File: src/rtl/uart_rx_err_counter.sv
// Saturating error counter; an increment in the same cycle as a
// clear leaves the count at 1.
module uart_rx_err_counter #(
    parameter int CNT_WIDTH = 8
) (
    input  logic                 clk,
    input  logic                 rst_n,
    input  logic                 inc,
    input  logic                 clr,
    output logic [CNT_WIDTH-1:0] cnt
);

    always_ff @(posedge clk or negedge rst_n) begin
        if (!rst_n) begin
            cnt <= '0;
        end else if (inc) begin
            if (clr)
                cnt <= CNT_WIDTH'(1);
            else if (cnt != '1)
                cnt <= cnt + CNT_WIDTH'(1);
        end else if (clr) begin
            cnt <= '0;
        end
    end

endmodule

File: config.mk
export PLATFORM = sky130hd
export DESIGN_NAME = uart_rx_err_counter
export DESIGN_NICKNAME = d
export VERILOG_FILES = /design/src/rtl/uart_rx_err_counter.sv
export SDC_FILE = /design/constraint.sdc
export NUM_CORES = 1
export LEC_CHECK = 0
export ABC_CLOCK_PERIOD_IN_PS = 1600
export CORE_AREA = 2 2 40 42
export DETAILED_ROUTE_END_ITERATION = 10
export DIE_AREA = 0 0 42 44
export PLACE_DENSITY = 0.55
export RECOVER_POWER = 25
export SYNTH_ARGS = -nofsm -noshare
export SYNTH_HDL_FRONTEND = slang
export SYNTH_SLANG_ARGS = --single-unit
File: constraint.sdc
create_clock -name clk -period 1.6 [get_ports clk]
set_clock_uncertainty 0.1 [all_clocks]
set_input_delay 0.24 -clock clk [delete_from_list [all_inputs] [get_ports clk]]
set_output_delay 0.24 -clock clk [all_outputs]
set_load 0.02 [all_outputs]
==> flow_metrics.tcl, run 1 <==
set metrics [dict create \
    p_comb_share_pct 17.4 \
    crit_required_ns 1.65 \
    die_w_um 42 \
    cp.arrival_ns 1.58 \
    antenna_found_initial 0 \
    fill_cells 145 \
    area_growth_pct 48.29 \
    hold_viol 0 \
    die-area_um2 1848 \
    critPathBufInv 0 \
    worst_slew_pin_slew_ns 0.3834 \
    die_h_um 44 \
    drtIter0Drc 7 \
    grt_use_total_pct 14.37 \
    core-area_um2 1419 \
    postCtsSetupBuffers 0 \
    start_util_pct 30.86 \
    post-place-ws_ns -0.1188 \
    rrSetupSlack_ns 0.07 \
    cts_tree "built" \
    hold_path_class "in2async" \
    worstSetupPathType "reg2reg" \
    status "completed" \
    pin_count 12 \
    synth.mux.area_fraction_pct 4.571 \
    layout.nets 76 \
    cts_made_buffers 3 \
    clk_latency_ns 0.26 \
    critPathMaxStageDelay_ns 0.49 \
    largest_registers "cnt x8" \
    fmax_ghz 0.6540 \
    grt-ovfl-total 0 \
    largest_reg_flops 8 \
    worst_slack_ns 0.07085 \
    cp_top_family "simple AND/OR/NAND/NOR gates" \
    synth_xor_area_share_pct 0 \
    io_buffers 11 \
    grt_pass1_vias 460 \
    yosysSeqAreaShare_pct 45.71 \
    worstPathCellList "ha_4 > nand4_1 > or4b_1 > o21ai_1 > nor2_1" \
    drt-vias-per-instance 5.302 \
    relSlewSlack_pct 74.35 \
    diodes 0 \
    cts-root-buf "clkbuf_4" \
    synth_area_per_cell_um2 8.937 \
    multi_input_area_um2 239.0 \
    regMostFlops "cnt" \
    cp-end-kind "register" \
    power_density_nw_per_um2 731.2 \
    report.final.slew_viol_count 0 \
    cts.path.max_buffers 2 \
    cts.sinks 8 \
    synth_top_family_by_area "simple AND/OR/NAND/NOR gates" \
    p_leak_nw 0.2839 \
    ir_worst_vdd_uv 418.5 \
    clk_pin_slew_ns 0.06 \
    synthCells 49 \
    crit_slowest_cell "or4b_1" \
    yosys_register_bits 8 \
    grt_pass1_wl_um 1938 \
    htree_levels 1 \
    row_count 14 \
    seq_power_share_pct 46.3 \
    synth.distinct_cells 20 \
    gp_congestion 0.7356 \
    dp_hpwl_um 802.8 \
    drive_above_1_share_pct 22.86 \
    power.internal_w 0.0003494 \
    via_count 456 \
    pwr-share-clk_pct 36.4 \
    setup_viol_count_final 0 \
    wl_per_cell_um 12.52 \
    post-route-min-period_ns 1.529 \
    synth_nets 54 \
    firstDrtPassIters 4 \
    cp-start-kind "register" \
    cap_viol_max_count 0 \
    fin_cells 86 \
    synthAdderAreaFrac_pct 2.857 \
    routed_wl_um 1077 \
    place_inst 82 \
    post-route-drc-count 0 \
    synth_compound_area_share_pct 14.00 \
    p_sw_share_pct 26.41 \
    rsz0062_at_grt "true" \
    seq_area_um2 203.9 \
    synthSimpleGateAreaFrac_pct 30.29 \
    power_switching_w 0.0001254 \
    crit_fanout 5 \
    synthesis.area_um2 437.9 \
    yosys_warnings 0 \
    grt_max_degree 9 \
    min_period_over_period_pct 95.57 \
    antenna_violating_nets_post_route 0 \
]
-- repair_timing --
| action | CTS | global route |
|---|---|---|
| resized for setup | 8 | 4 |
| pin swaps | 0 | 0 |
| hold buffers | 0 | 0 |
| endpoints found under the setup margin | 8 | 2 |
-- cell type report --
class                      count  share of cell area (%)
clock buffer                   4                   4.046
sequential                     8                   31.41
tap                           16                   3.083
timing repair buffer          19                   24.66
multi-input combinational     39                   36.80
-- worst register-to-register path: cells and delay by family, from the launching register on --
family,cells,cell delay (ns)
flops,1,0.38
fa+ha+maj,1,0.16
compound gates,1,0.10
simple gates,3,0.68
-- layer usage --
metal	vias to the layer above	track usage [%]	routed length [um]
li1	221	-	-
met1	221	18.41	499
met2	14	21.56	504
met3	0	7.917	73
met4	0	2.581	0
met5	-	0	0
-- path summary, 6_finish.rpt --
kind                       cells after the start      to    from
max                                            5  cnt[6]  cnt[0]
max in group asynchronous                      1  cnt[2]   rst_n
min in group clk                               2  cnt[6]  cnt[6]
min                                            1  cnt[1]   rst_n
min reg2reg                                    2  cnt[6]  cnt[6]
max reg2reg                                    5  cnt[6]  cnt[0]
-- per-stage QoR --
| step | util, % | instance area [um^2] | hold slack (ns) | TNS, ns | power [W] |
|---|---|---|---|---|---|
| 6_report | 45.77 | 649.4 | 0.2325 | 0 | 0.0004748 |
| 5_1_grt | 45.77 | 649.4 | 0.2684 | -0.01011 | 0.0005043 |
| 4_1_cts | 44.97 | 638.1 | 0.1754 | 0 | 0.0004777 |
| 3_5_place_dp | 43.83 | 621.8 | 0.4581 | -0.1843 | 0.0003069 |
| 3_3_place_gp | 43.83 | 621.8 | 0.4657 | -0.1308 | 0.0003071 |
| 2_1_floorplan | - | 442.9 | -0.1556 | 0 | 0.0002593 |
-- Yosys cell counts --
cell      n  area share [%]
dfrtp_1   8              46
nor2_1    6             5.1
nand2_1   5             4.3
a21oi_1   4             4.6
nor3_1    4             4.6
o21ai_0   4             4.6
nand4_1   3             4.3
mux2i_1   2             4.6
nand3_1   2             2.3
a221o_1   1             2.3
and3_1    1             1.4
buf_1     1            0.86
buf_4     1             1.7
ha_1      1             2.9
nor2b_1   1             1.4
nor3b_1   1             1.7
o2111a_1  1             2.6
or2_2     1             1.4
or3_1     1             1.4
or4b_1    1             2.3
-- layout by cell type (no fill, tap or decap), drive strengths merged --
cell	synthesis	final
nand4	3	3
clkdlybuf4s50	0	2
nor3b	1	1
clkbuf	0	4
mux2i	2	2
o2111a	1	1
buf	2	8
nor2b	1	1
or2	1	1
dfrtp	8	8
nand3	2	2
nor3	4	4
nand2	5	5
or4b	1	1
ha	1	1
dlygate4sd2	0	8
a21oi	4	4
and3	1	1
dlygate4sd3	0	1
o21ai	4	4
a221o	1	1
or3	1	1
nor2	6	6
-- cells by family (layout without fill, tap and decap cells) --
group,after synthesis,count (layout)
compound gates,10,10
fa+ha+maj,1,1
buf+inv,2,23
flops,8,8
mux,2,2
simple gates,26,26
-- power groups by stage --
stage          logic [W]  clock network, W  registers (W)
6_report       0.0000824          0.000173       0.000220
3_3_place_gp   0.0000863                 0       0.000221
3_5_place_dp   0.0000862                 0       0.000221
4_1_cts        0.0000811          0.000180       0.000217
2_1_floorplan  0.0000263                 0       0.000233
5_1_grt        0.0000947          0.000188       0.000221
(Power assumes the default switching activity.)
==> run 2: changes to the inputs <==
--- a/config.mk
+++ b/config.mk
@@ -11,6 +11,7 @@
 export DIE_AREA = 0 0 42 44
 export PLACE_DENSITY = 0.55
 export RECOVER_POWER = 25
+export SKIP_CTS_REPAIR_TIMING = 1
 export SYNTH_ARGS = -nofsm -noshare
 export SYNTH_HDL_FRONTEND = slang
 export SYNTH_SLANG_ARGS = --single-unit
==> flow_metrics.tcl, run 2 (synthesized netlist as in run 1, its figures left out) <==
set metrics [dict create \
    hold_path_class "in2async" \
    grt_busiest_layer "met2" \
    cts.path.max_buffers 2 \
    worstSetupPathType "reg2reg" \
    globalRouteMet3Util_pct 7.917 \
    fin_area_um2 686.9 \
    antenna_violating_nets_post_route 0 \
    firstDrtPassIters 4 \
    cp.arrival_ns 1.55 \
    wl_per_cell_um 12.54 \
    row_count 14 \
    report.final.slew_viol_count 0 \
    power_w 0.0004787 \
    gp_congestion 0.7356 \
    core-area_um2 1419 \
    dp_hpwl_um 802.8 \
    cp-start-kind "register" \
    cts_made_buffers 3 \
    cap_viol_max_count 0 \
    clk_latency_ns 0.26 \
    layout.nets 77 \
    ir_worst_vdd_uv 418.6 \
    cts_tree "built" \
    drt-vias-per-instance 5.414 \
    grt_use_total_pct 14.29 \
    setup_viol_count_final 0 \
    post-route-drc-count 0 \
    largest_registers "cnt x8" \
    cp_top_family "simple AND/OR/NAND/NOR gates" \
    routed_wl_um 1091 \
    crit_required_ns 1.65 \
    start_util_pct 30.86 \
    diodes 0 \
    largest_reg_flops 8 \
    htree_levels 1 \
    via_count 471 \
    worst_slew_pin_slew_ns 0.3826 \
    critPathBufInv 0 \
    grt_pass1_vias 456 \
    power_density_nw_per_um2 696.9 \
    io_buffers 11 \
    p_leak_nw 0.3904 \
    die_h_um 44 \
    relSlewSlack_pct 74.41 \
    hold_viol 0 \
    drive_above_1_share_pct 23.94 \
    grt-ovfl-total 0 \
    status "completed" \
    fmax_ghz 0.6646 \
    layout_common_cells "buf_4 (9), dlymetal6s2s_1 (8), nor2_1 (6), nand2_1 (5), dfrtp_1 (5)" \
    grt_max_degree 9 \
    cp-end-kind "register" \
    regMostFlops "cnt" \
    grtUsageMet1_pct 18.41 \
    pin_count 12 \
    grt_pass1_wl_um 1925 \
    placed_area_um2 621.8 \
    tns_ns 0 \
    antenna_found_initial 0 \
    crit_fanout 5 \
    area_growth_pct 56.86 \
    cts-root-buf "clkbuf_4" \
    die-area_um2 1848 \
    cts.sinks 8 \
    drtIter0Drc 12 \
    min_period_over_period_pct 94.04 \
    layout_commonest_cell "buf_4" \
    post-route-min-period_ns 1.505 \
    grt.met2_usage_pct 21.25 \
    critPathMaxStageDelay_ns 0.51 \
    clk_pin_slew_ns 0.06 \
    worstPathCellList "ha_4 > nand4_1 > or4b_1 > o21ai_1 > nor2_1" \
    crit_slowest_cell "or4b_1" \
    die_w_um 42 \
]
[run 2: cell type report]
class | count | area, um^2
fillers | 138 | 732.0
multi-input cells | 39 | 239.0
flip-flops and latches | 8 | 203.9
repair buffers | 20 | 197.7
clock buffers | 4 | 26.28
well taps | 16 | 20.02
[run 2: final timing paths]
path / from / end / slack, ns / cells after the start
max: cnt[0] / cnt[6] / 0.1 / 5
min: rst_n / cnt[1] / 0.23 / 1
max reg2reg: cnt[0] / cnt[6] / 0.1 / 5
min reg2reg: cnt[6] / cnt[6] / 0.51 / 2
max in group asynchronous: rst_n / cnt[2] / 0.87 / 1
min in group clk: cnt[6] / cnt[6] / 0.51 / 2
[run 2: stage by stage]
| stage | setup slack, ns | util (%) | instances | hold WS, ns |
|---|---|---|---|---|
| final | 0.09544 | 48.41 | 87 | 0.2322 |
| after global routing | -0.002336 | 48.41 | 87 | 0.2684 |
| after CTS | -0.1341 | 45.68 | 86 | 0.1754 |
| after detailed placement | -0.1188 | 43.83 | 82 | 0.4581 |
| after global placement | -0.06753 | 43.83 | 82 | 0.4657 |
| after floorplan | 0.01015 | - | 49 | -0.1556 |
[run 2: where the power goes]
part           switching [W]  leakage (nW)  internal, W
Combinational      0.0000399         0.271    0.0000461
Clock              0.0000770        0.0150    0.0000959
Sequential        0.00000861         0.105     0.000211
[run 2: per-layer routing]
layer	part of all wire, %	up-vias
met5	0	-
met4	0	0
met3	7.3	0
met2	46	18
met1	46	229
li1	-	224
==> run 3: changes to the inputs <==
==> constraint.sdc (replaced) <==
create_clock -name clk -period 1.6 [get_ports clk]
set_clock_uncertainty 0.1 [all_clocks]
set_input_delay 0.4 -clock clk [delete_from_list [all_inputs] [get_ports clk]]
set_output_delay 0.4 -clock clk [all_outputs]
set_load 0.02 [all_outputs]
==> flow_metrics.tcl, run 3 (synthesized netlist as in run 1, its figures left out) <==
set metrics [dict create \
    cp-end-kind "register" \
    drtIter0Drc 7 \
    antenna_found_initial 0 \
    drive_above_1_share_pct 25.00 \
    cts-root-buf "clkbuf_4" \
    relSlewSlack_pct 73.27 \
    wl_per_cell_um 12.98 \
    area_growth_pct 59.71 \
    regMostFlops "cnt" \
    cts_made_buffers 3 \
    report.final.slew_viol_count 0 \
    fmax_ghz 0.6801 \
    cp-start-kind "register" \
    power_w 0.0004654 \
    min_period_over_period_pct 91.90 \
    cts_tree "built" \
    dp_hpwl_um 863 \
    post-route-min-period_ns 1.470 \
    cap_viol_max_count 0 \
    worst_slew_pin_slew_ns 0.3997 \
    worstSetupPathType "reg2reg" \
    setup_viol_count_final 0 \
    crit_fanout 5 \
    via_count 464 \
    routed_wl_um 1142 \
    seq_area_um2 202.7 \
    layout.nets 79 \
    die_w_um 42 \
    grt_pass1_wl_um 1966 \
    rsz0062_at_grt "false" \
    grt_max_degree 9 \
    htree_levels 1 \
    firstDrtPassIters 4 \
    grt_use_total_pct 14.40 \
    p_leak_nw 0.4108 \
    post-route-drc-count 0 \
    largest_registers "cnt x8" \
    layout_common_cells "buf_4 (11), dlymetal6s2s_1 (9), nor2_1 (6), dfrtp_1 (6), nand2_1 (5)" \
    cp-startpoint "cnt[3]" \
    io_buffers 11 \
    gp_congestion 0.8230 \
    cts.path.max_buffers 2 \
    ir_worst_vdd_uv 308.0 \
    core-area_um2 1419 \
    grt_pass1_vias 442 \
    hold_path_class "in2async" \
    cp.arrival_ns 1.51 \
    row_count 14 \
    cts.sinks 8 \
    clk_latency_ns 0.25 \
    diodes 0 \
    start_util_pct 30.86 \
    status "completed" \
    fin_hold_ws_ns 0.4072 \
    power_density_nw_per_um2 665.4 \
    die_h_um 44 \
    die-area_um2 1848 \
    drt-vias-per-instance 5.273 \
    multi_input_area_um2 239.0 \
    crit_required_ns 1.64 \
    layout_commonest_cell "buf_4" \
    clk_pin_slew_ns 0.06 \
    timing.rr.start "cnt[3]" \
    antenna_violating_nets_post_route 0 \
    grt-ovfl-total 0 \
    hold_viol 0 \
    largest_reg_flops 8 \
    pin_count 12 \
    fill_cells 131 \
]
run 3: changes by cell type in the layout (fill, tap and decap cells not counted), sizes merged:
cell | before | now
clkbuf | 4 | 3
dlymetal6s2s | 8 | 9
clkdlybuf4s50 | 2 | 1
buf | 9 | 11
run 3: worst max-delay path: stages, from the launching register on:
cell and delay (ns):
dfrtp_1 0.38, buf_4 0.15, nand4_1 0.11, or4b_1 0.48, o21ai_1 0.09, nor2_1 0.05
run 3: path summary, 6_finish.rpt:
path                       slack [ns]  endpoint  depth (start not counted)
setup / recovery                 0.13    cnt[6]                          5
hold / removal                   0.41    cnt[2]                          1
setup reg to reg                 0.13    cnt[6]                          5
hold reg to reg                  0.50    cnt[6]                          2
max in group asynchronous        0.68    cnt[0]                          1
min in group clk                 0.44    cnt[3]                          3
run 3: per-stage QoR:
| stage | setup TNS [ns] | instances | instance area, um^2 | setup slack, ns | util (%) |
|---|---|---|---|---|---|
| floorplan | 0 | 49 | 442.9 | 0.01015 | - |
| global placement | -1.131 | 85 | 644.4 | -0.2792 | 45.41 |
| detailed placement | -1.168 | 85 | 644.4 | -0.3007 | 45.41 |
| CTS | -1.433 | 88 | 666.9 | -0.2285 | 47.00 |
| global route | 0 | 88 | 699.4 | 0.02912 | 49.29 |
| finish | 0 | 88 | 699.4 | 0.1296 | 49.29 |
run 3: where the power goes:
group          switching [W]  internal (W)
Sequential        0.00000891      0.000211
Combinational      0.0000411     0.0000489
Clock              0.0000695     0.0000859
run 3: cell type report:
type / count / share of cell area (%)
repair buffers: 22 / 30.77
flip-flops and latches: 8 / 28.98
multi-input cells: 39 / 34.17
clock buffers: 3 / 3.220
well taps: 16 / 2.862
run 3: metal layers:
metal / GRT usage [%] / part of all wire, % / vias to the layer above
li1: - / - / 230
met1: 18.25 / 46 / 216
met5: 0 / 0 / -
met4: 7.742 / 1.1 / 0
met2: 23.44 / 47 / 16
met3: 2.500 / 5.5 / 2
